--- config.mk ---
export PLATFORM = sky130hd
export DESIGN_NAME = cpu_step_controller
export DESIGN_NICKNAME = d
export VERILOG_FILES = /design/src/rtl/cpu_ctrl_pkg.sv /design/src/rtl/rise_detect.sv /design/src/rtl/cpu_step_controller.sv
export SDC_FILE = /design/constraint.sdc
export NUM_CORES = 1
export LEC_CHECK = 0
export CORE_UTILIZATION = 45
export DETAILED_ROUTE_END_ITERATION = 8
export GPL_ROUTABILITY_DRIVEN = 0
export PLACE_DENSITY = 0.77
export SLEW_MARGIN = 20
export SYNTH_ARGS = -nofsm -noshare
export SYNTH_HDL_FRONTEND = slang
export SYNTH_SLANG_ARGS = --single-unit
--- constraint.sdc ---
create_clock -name clk -period 2.6 [get_ports clk]
set_clock_uncertainty 0.1 [all_clocks]
set_input_delay 0.65 -clock clk [delete_from_list [all_inputs] [get_ports clk]]
set_output_delay 0.65 -clock clk [all_outputs]
set_load 0.01 [all_outputs]
--- src/rtl/cpu_ctrl_pkg.sv ---
// Shared types for the CPU step controller: FSM state encoding and PC width.
// The divider width helper keeps a 1-bit counter when RATE_DIV is 1.
package cpu_ctrl_pkg;

  localparam int PC_W = 9;

  typedef enum logic [1:0] {
    IDLE  = 2'd0,
    RUN   = 2'd1,
    BREAK = 2'd2,
    DONE  = 2'd3
  } ctrl_state_t;

  function automatic int div_width(input int rate);
    return (rate > 1) ? $clog2(rate) : 1;
  endfunction

endpackage

--- src/rtl/rise_detect.sv ---
// Rising-edge detector on a level input: rise_out is combinational on sig_in.
// One register of history; rise_out is high for the single clk where sig_in first reads 1.
module rise_detect (
  input  logic clk,
  input  logic reset,
  input  logic sig_in,
  output logic rise_out
);

  logic sig_q;

  always_ff @(posedge clk or posedge reset) begin
    if (reset) begin
      sig_q <= 1'b0;
    end else begin
      sig_q <= sig_in;
    end
  end

  assign rise_out = sig_in & ~sig_q;

endmodule

--- src/rtl/cpu_step_controller.sv ---
// Sequences the core's clock-enable: single-step, free-run, breakpoint and halt control.
// cpu_en is registered, one clk after the deciding edge; no backpressure, DONE is left only by reset.
module cpu_step_controller #(
  parameter int PC_W     = cpu_ctrl_pkg::PC_W,
  parameter int RATE_DIV = 4,
  parameter int CNT_W    = 16
) (
  input  logic             clk,
  input  logic             reset,
  input  logic             step_pb,
  input  logic             run_sw,
  input  logic             bp_en,
  input  logic [PC_W-1:0]  bp_addr,
  input  logic [PC_W-1:0]  pc,
  input  logic             halt_instr,
  output logic             cpu_en,
  output logic [1:0]       state_o,
  output logic [CNT_W-1:0] retired_cnt
);

  import cpu_ctrl_pkg::*;

  localparam int               DIV_W    = div_width(RATE_DIV);
  localparam logic [DIV_W-1:0] DIV_LAST = DIV_W'(RATE_DIV - 1);

  ctrl_state_t      state_q, state_d;
  logic [DIV_W-1:0] div_q, div_d;
  logic             skip_q, skip_d;
  logic             cpu_en_q, cpu_en_d;
  logic [CNT_W-1:0] retired_q, retired_d;

  logic step_rise;
  logic tick;
  logic bp_hit;

  rise_detect u_step_rise (
    .clk      (clk),
    .reset    (reset),
    .sig_in   (step_pb),
    .rise_out (step_rise)
  );

  assign tick   = (div_q == DIV_LAST);
  // skip lets the instruction parked on the breakpoint retire once before re-arming
  assign bp_hit = bp_en && (pc == bp_addr) && !skip_q;

  always_comb begin
    state_d   = state_q;
    div_d     = div_q;
    skip_d    = skip_q;
    cpu_en_d  = 1'b0;
    retired_d = retired_q;

    if (cpu_en_q && (retired_q != {CNT_W{1'b1}})) begin
      retired_d = retired_q + CNT_W'(1);
    end

    case (state_q)
      IDLE: begin
        if (run_sw) begin
          state_d = RUN;
          div_d   = '0;
        end else if (step_rise) begin
          if (halt_instr) begin
            state_d = DONE;
          end else begin
            cpu_en_d = 1'b1;
          end
        end
      end

      RUN: begin
        if (!run_sw) begin
          state_d = IDLE;
          div_d   = '0;
        end else if (tick) begin
          div_d = '0;
          if (bp_hit) begin
            state_d = BREAK;
          end else if (halt_instr) begin
            state_d = DONE;
          end else begin
            cpu_en_d = 1'b1;
            skip_d   = 1'b0;
          end
        end else begin
          div_d = div_q + DIV_W'(1);
        end
      end

      BREAK: begin
        if (step_rise) begin
          if (halt_instr) begin
            state_d = DONE;
          end else begin
            cpu_en_d = 1'b1;
            skip_d   = 1'b1;
            div_d    = '0;
            state_d  = run_sw ? RUN : IDLE;
          end
        end
      end

      DONE: begin
        state_d = DONE;
      end

      default: begin
        state_d = IDLE;
      end
    endcase
  end

  always_ff @(posedge clk or posedge reset) begin
    if (reset) begin
      state_q   <= IDLE;
      div_q     <= '0;
      skip_q    <= 1'b0;
      cpu_en_q  <= 1'b0;
      retired_q <= '0;
    end else begin
      state_q   <= state_d;
      div_q     <= div_d;
      skip_q    <= skip_d;
      cpu_en_q  <= cpu_en_d;
      retired_q <= retired_d;
    end
  end

  assign cpu_en      = cpu_en_q;
  assign state_o     = state_q;
  assign retired_cnt = retired_q;

endmodule

Word level (Yosys, flattened, before mapping):

Index checks and enable logic that the tools add are counted.

* register bits: 23
* bits of input ports: 24
* output and inout port bits: 19
* word-level logic and storage cells: 65

* $add $sub $neg: 2
* equality and inequality tests: 15
* muxes and demuxes: 30
* bitwise gates (word level): 2
* reduce and logical (&&, ||, !) cells: 10

Operator list (count)
* 2-bit two-way mux: 13
* 16-bit by 1-bit adder with 16-bit output, second input constant: 1
* 16-bit inequality test, second input constant: 1
* 2-bit inequality test, second input constant: 7
* 1-bit two-way mux: 13
* 9-bit == test: 1
* 2-bit one-hot mux with 4 select lines: 1
* 7-bit AND reduction: 1
* 2-bit == test, second input constant: 3
* 3-bit inequality test, second input constant: 2
* 2-bit one-hot mux with 3 select lines: 1
* 4-bit AND reduction: 1
* 1-bit logical AND: 3
* 1-bit one-hot mux with 3 select lines: 1
* 3-bit AND reduction: 1
* 3-bit nonzero test: 1
* 2-bit by 1-bit adder with 2-bit output, second input constant: 1
* 2-bit by 1-bit == test with 1-bit output, second input constant: 1
* 2-bit logical NOT: 1
* 1-bit one-hot mux with 2 select lines: 1
* 2-bit nonzero test: 1
* 1-bit bitwise AND: 1
* 1-bit logical NOT: 1
* 1-bit NOT: 1

Depth between registers and ports, before layout:

Gate-level depths: netlist of the first run.

* depth after elaboration: 7
* mapped depth: 6

Cells and area by module:

A second synthesis of the first run with hierarchy kept.

* cell total of the unflattened synthesis: 123
* area total of the unflattened synthesis: 1287.5 sq um

By module, submodules not included
* cpu_step_controller: instances 1, cells each 120, area an instance 1244.9 sq um, sequential area each 550.5 sq um
* rise_detect: instances 1, cells each 3, area an instance 42.5 sq um, sequential area each 25.0 sq um

Worst setup path after synthesis of the first run:

OpenSTA, ideal clock, no wires.

* path kind: flip-flop to flip-flop
* start: register retired_q[0] (netlist: retired_cnt[0])
* end: register retired_q[1] (netlist: retired_cnt[1])
* arrival time: 1.714 ns
* slack: 0.658 ns
* cell stages (with the launch flop): 7
* clock period less this slack: 1.942 ns
* cell sequence: dfrtp_1 > ha_1 > nand3_2 > or3_1 > buf_6 > o21ai_4 > mux2_1

* word-level cells in the longest chain between the ends: 2
* elaborated cells on any way between the ends: 3

Ends and longest elaborated chain
* start, declared: RTL line cpu_step_controller.sv:30 `logic [CNT_W-1:0] retired_q, retired_d;`
* start signal, assigned: RTL line cpu_step_controller.sv:126 `retired_q <= retired_d;`
* parallel branches: the longest is 2 deep, another holds 16-bit by 1-bit adder with 16-bit output

Several ways; the timed one is not identified.
A chain may end at the register's enable or synchronous reset.

Worst setup path in the final report of the first run:

* start: register state_q[1] (netlist: state_o[1])
* end: output port state_o[1]

RTL lines
* start, declared: RTL line cpu_step_controller.sv:26 `ctrl_state_t state_q, state_d;`
* start signal, assigned: RTL line cpu_step_controller.sv:122 `state_q <= state_d;`
* end, declared: RTL line cpu_step_controller.sv:17 `output logic [1:0] state_o,`

No word-level cell between the ends.

==> out/qor.csv, run 1 <==
metric;value;unit
status;complete, no violations;
min_period;2.279;ns
setup_viol;0;
fin_ws;0.3211;ns
root_buffer;clkbuf_4;
syn_to_final_growth;36.30;%
syn-cell-area;1306;um2
fp.dieW;55.88;um
synth_area_per_cell;10.21;um2
critPathBufInv;1;
synth_cell_types;42;
tns;0;ns
ys_warn_count;0;
slowest_delay;0.62;ns
first_iter_violations;22;
num_antenna_cells;0;
cp_slowest_cell;clkdlybuf4s50_1;
wl_per_cell;13.48;um
ant_nets;0;
fillers;235;
synth_nets;154;
synth_edf_count;0;
crit_arrival;1.53;ns
cp-end-kind;primary output;
ys_seq_elements;23;
synth_top_cell_area_share;0.4406;
numCtsBuffers;3;
drcViolationCount;0;
ir_drop;371.1;uV
synth_flop_cell;dfrtp_1;
drtPass1Iterations;4;
pin_count;43;
cp_cell_sequence;clkdlybuf4s50_1;
cp-start-kind;register;
hp-class;register to register;
num_vias;1118;
grt_pass1_wl;4.450;mm
syn_inst;128;
yosysTopAreaCell;dfrtp_1;
clk_latency;0.32;ns
chipHeight;55.88;um
die_area;3122;um2
synth_area_leaders;dfrtp_1, xnor2_1, a21oi_1;
multiInputGateArea;689.4;um2
htreeDepth;1;
antenna_found_initial;0;
fin_nets;199;
grt-ovfl-total;0;
fp-row-count;19;
worst_pin_slew;0.5172;ns
vias_per_cell;5.507;
max_freq;438.8;MHz
io_buffers;42;
required;1.85;ns
ys_async_sr_fraction;1.000;
pre_cts_ws;0.2386;ns
grt_pass1_vias;1093;
cts.repair.resized;0;
grt_max_degree;24;
cts_hold_buf;0;
cellPowerDensity;447.0;nW/um2
hpwlAfterDp;2.148;mm
drv_slew;0;
start_util;0.4737;
path_class;register to primary output;
routed_wirelength;2.737;mm
cap_violations;0;
finalCritPeriodShare;0.8765;
ys_seq_area_frac;0.4406;
grtUsageTotal;0.1809;
maxSlewHeadroom;0.6526;
seq_area;575.6;um2
final_common_cell;clkdlybuf4s50_1;
cpLargestDelayFamily;buffers and inverters;
final_cell_mix;clkdlybuf4s50_1, dfrtp_1, xnor2_1;
leakagePower;0.7193;nW
postCtsSetupBuffers;0;
clock-sinks;23;
worst_setup_hold_path_clk_slew;0.12;ns
drive_gt1_frac;0.08140;
grt_setup_unrepaired;no;
crit_fanout;13;
final_hold_viol_count;0;
clock_path_buffers;2;
coreArea;2758;um2
cts_tree;done;
layout make-up:
cell class | instances | share of cell area
multi-input combinational | 96 | 0.3872
sequential | 23 | 0.3233
timing repair buffer | 43 | 0.2403
tap | 31 | 0.02178
clock buffer | 4 | 0.01476
inverter | 6 | 0.01265
sequential cells by signal, indices dropped and copies added (netlist names):
name and count:
div_q 2, state_o 2, skip_q 1, retired_cnt 16
u_step_rise.sig_q 1, cpu_en 1
cell families after synthesis:
group           share of synthesized area
mux                               0.01724
xor+xnor                           0.1341
flops                              0.4406
buf+inv                           0.03161
fa+ha+maj                         0.01915
compound gates                     0.1686
simple gates                       0.1887
per-layer routing:
layer,part of all wire,global-route usage
met1,0.44,0.2036
met2,0.51,0.3356
met3,0.039,0.03721
met4,0.019,0.06620
met5,0,0
per-stage QoR:
stage	total power [mW]	area [um2]	hold WS [ns]	utilization	instances
2_1_floorplan	0.5269	1306	0.4253	-	128
3_3_place_gp	0.6257	1754	0.3916	0.6361	199
3_5_place_dp	0.6368	1754	0.3952	0.6361	199
4_1_cts	0.8000	1780	0.4150	0.6456	203
5_1_grt	0.8360	1780	0.4297	0.6456	203
6_report	0.7958	1780	0.4115	0.6456	203
synthesized netlist by cell type, drive strengths merged, types with 2 or more instances:
master   n
and3     4
nand3    3
nand2    8
xor2     2
xnor2   18
nand2b   2
a31oi    2
dfrtp   23
nor3     5
ha       2
mux2     2
o21ai    4
a211o    2
clkbuf   2
a21oi    7
or2      2
inv      6
nor4     3
o211ai   4
nor2     6
nand4    6
o22ai    2
final timing paths:
kind                                startpoint           endpoint  slack, ns  depth (start not counted)
worst min register to register  retired_cnt[5]     retired_cnt[5]       0.41                          1
worst max register to register  retired_cnt[0]     retired_cnt[1]       0.50                          5
worst min-delay path            retired_cnt[5]     retired_cnt[5]       0.41                          1
worst max-delay path                state_o[1]         state_o[1]       0.32                          1
max in group asynchronous                reset     retired_cnt[0]       1.62                          3
min in group asynchronous                reset  u_step_rise.sig_q       0.55                          3
report_power, final:
part           internal [mW]  switching [mW]
clock                 0.0601           0.106
sequential             0.392          0.0444
combinational          0.119          0.0739
total                  0.571           0.225
(Power assumes the default switching activity.)
==> inputs of run 2 (changes only) <==
--- a/config.mk
+++ b/config.mk
@@ -9,6 +9,7 @@
 export DETAILED_ROUTE_END_ITERATION = 8
 export GPL_ROUTABILITY_DRIVEN = 0
 export PLACE_DENSITY = 0.77
+export REMOVE_ABC_BUFFERS = 1
 export SLEW_MARGIN = 20
 export SYNTH_ARGS = -nofsm -noshare
 export SYNTH_HDL_FRONTEND = slang
==> out/qor.csv, run 2 (synthesis results as in run 1) <==
metric;value;unit;change
crit_arrival;1.52;ns;was 1.53 ns
htreeDepth;1;;unchanged
power_switching;215.8;uW;was 224.6 uW
clock_path_buffers;2;;unchanged
min_from;retired_cnt[6];;was retired_cnt[5]
hp-class;register to register;;unchanged
power.total;788.1;uW;was 795.8 uW
power_frac_seq;0.551;;was 0.548
max_freq;440.4;MHz;was 438.8 MHz
fin_nets;199;;unchanged
cp-start-kind;register;;unchanged
final_common_cell;clkdlybuf4s50_1;;unchanged
start_util;0.4737;;unchanged
grt_pass1_vias;1045;;was 1,093
num_antenna_cells;0;;unchanged
min_period;2.271;ns;was 2.279 ns
fp.dieW;55.88;um;unchanged
worst_pin_slew;0.5583;ns;was 0.5172 ns
hold_end;retired_cnt[6];;was retired_cnt[5]
leakagePower;0.7193;nW;unchanged
grt-ovfl-total;0;;unchanged
die_area;3122;um2;unchanged
drtPass1Iterations;4;;unchanged
coreArea;2758;um2;unchanged
cellPowerDensity;442.7;nW/um2;was 447.0 nW/um2
drive_gt1_frac;0.08140;;unchanged
stdcell_count;203;;unchanged
ir_drop;315.6;uV;was 371.1 uV
r2r_setup_slack;0.53;ns;was 0.50 ns
cts_hold_buf;0;;unchanged
grt_max_degree;24;;unchanged
root_buffer;clkbuf_4;;unchanged
vias_per_cell;5.611;;was 5.507
reg2reg_from;retired_cnt[0];;unchanged
worst_setup_hold_path_clk_slew;0.12;ns;about the same
p_sw_frac;0.2739;;was 0.2822
chipHeight;55.88;um;unchanged
worst_r2r_path_depth;5;;unchanged
cpLargestDelayFamily;buffers and inverters;;unchanged
wl_per_cell;13.12;um;was 13.48 um
required;1.85;ns;about the same
pin_count;43;;unchanged
internal_power;572.3;uW;was 571.2 uW
status;complete, no violations;;unchanged
slowest_delay;0.62;ns;about the same
syn_to_final_growth;36.30;%;unchanged
cts.repair.resized;0;;unchanged
critPathBufInv;1;;unchanged
dp_cells;199;;unchanged
fp-row-count;19;;unchanged
num_vias;1139;;was 1,118
power_frac_clock;0.203;;was 0.209
largest_reg_flops;16;;unchanged
first_iter_violations;21;;was 22
finalCritPeriodShare;0.8733;;was 0.8765
clock-sinks;23;;unchanged
regToRegEndpoint;retired_cnt[1];;unchanged
maxSlewHeadroom;0.6229;;was 0.6526
final_cell_mix;clkdlybuf4s50_1, dfrtp_1, xnor2_1;;unchanged
setup_viol;0;;unchanged
crit_fanout;13;;unchanged
tns;0;ns;unchanged
ant_nets;0;;unchanged
path_class;register to primary output;;unchanged
hpwlAfterDp;2.118;mm;was 2.148 mm
drcViolationCount;0;;unchanged
io_buffers;42;;unchanged
holdWs;0.4195;ns;was 0.4115 ns
share_comb_of_total_power;0.246;;was 0.243
cp-end-kind;primary output;;unchanged
numCtsBuffers;3;;unchanged
postCtsSetupBuffers;0;;unchanged
grt_pass1_wl;4.554;mm;was 4.450 mm
cp_slowest_cell;clkdlybuf4s50_1;;unchanged
final_hold_viol_count;0;;unchanged
cts_tree;done;;unchanged
min_path_cells;1;;unchanged
grtUsageTotal;0.1826;;was 0.1809
antenna_found_initial;0;;unchanged
drv_slew;0;;unchanged
grt_setup_unrepaired;no;;unchanged
clk_latency;0.30;ns;was 0.32 ns
cp_cell_sequence;clkdlybuf4s50_1;;unchanged
routed_wirelength;2.664;mm;was 2.737 mm
cap_violations;0;;unchanged
## run 2: cell counts in the layout (fill, tap and decap cells not counted)
No cell type changed its count.
## run 2: worst max-delay path by stage
| stage | end | cells after the start | slack [ns] | start |
|---|---|---|---|---|
| after floorplan | retired_cnt[1] | 5 | 0.63 | retired_cnt[0] |
| after global placement | cpu_en | 5 | 0.30 | bp_addr[3] |
| after detailed placement | cpu_en | 5 | 0.25 | bp_addr[3] |
| after CTS | state_o[1] | 1 | 0.34 | state_o[1] |
| after global routing | state_o[1] | 1 | 0.26 | state_o[1] |
| final | state_o[1] | 1 | 0.33 | state_o[1] |
## run 2: cell type report
type	count	area, um2
clock buffer	4	26.28
multi-input combinational	96	689.4
timing repair buffer	43	427.9
sequential	23	575.6
tap	31	38.79
inverter	6	22.52
fill	248	977.2
## run 2: routing by layer
| metal | GRT usage | wire (um) | up-vias |
|---|---|---|---|
| met5 | 0 | 0 | - |
| met4 | 0.06272 | 12 | 0 |
| met3 | 0.02558 | 137 | 2 |
| met2 | 0.3236 | 1326 | 48 |
| met1 | 0.2284 | 1188 | 532 |
| li1 | - | - | 557 |
## run 2: stage by stage
step | area [um2] | util | setup WS [ns]
after floorplan | 1287 | - | 0.6301
after global placement | 1754 | 0.6361 | 0.2950
after detailed placement | 1754 | 0.6361 | 0.2468
after CTS | 1780 | 0.6456 | 0.3416
after global routing | 1780 | 0.6456 | 0.2594
final | 1780 | 0.6456 | 0.3293
## run 2: power by group through the flow
stage,sequential (mW),combinational (mW),clock (mW)
finish,0.434,0.194,0.160
global route,0.441,0.211,0.183
CTS,0.434,0.197,0.165
detailed placement,0.439,0.198,0
global placement,0.438,0.187,0
floorplan,0.444,0.0816,0
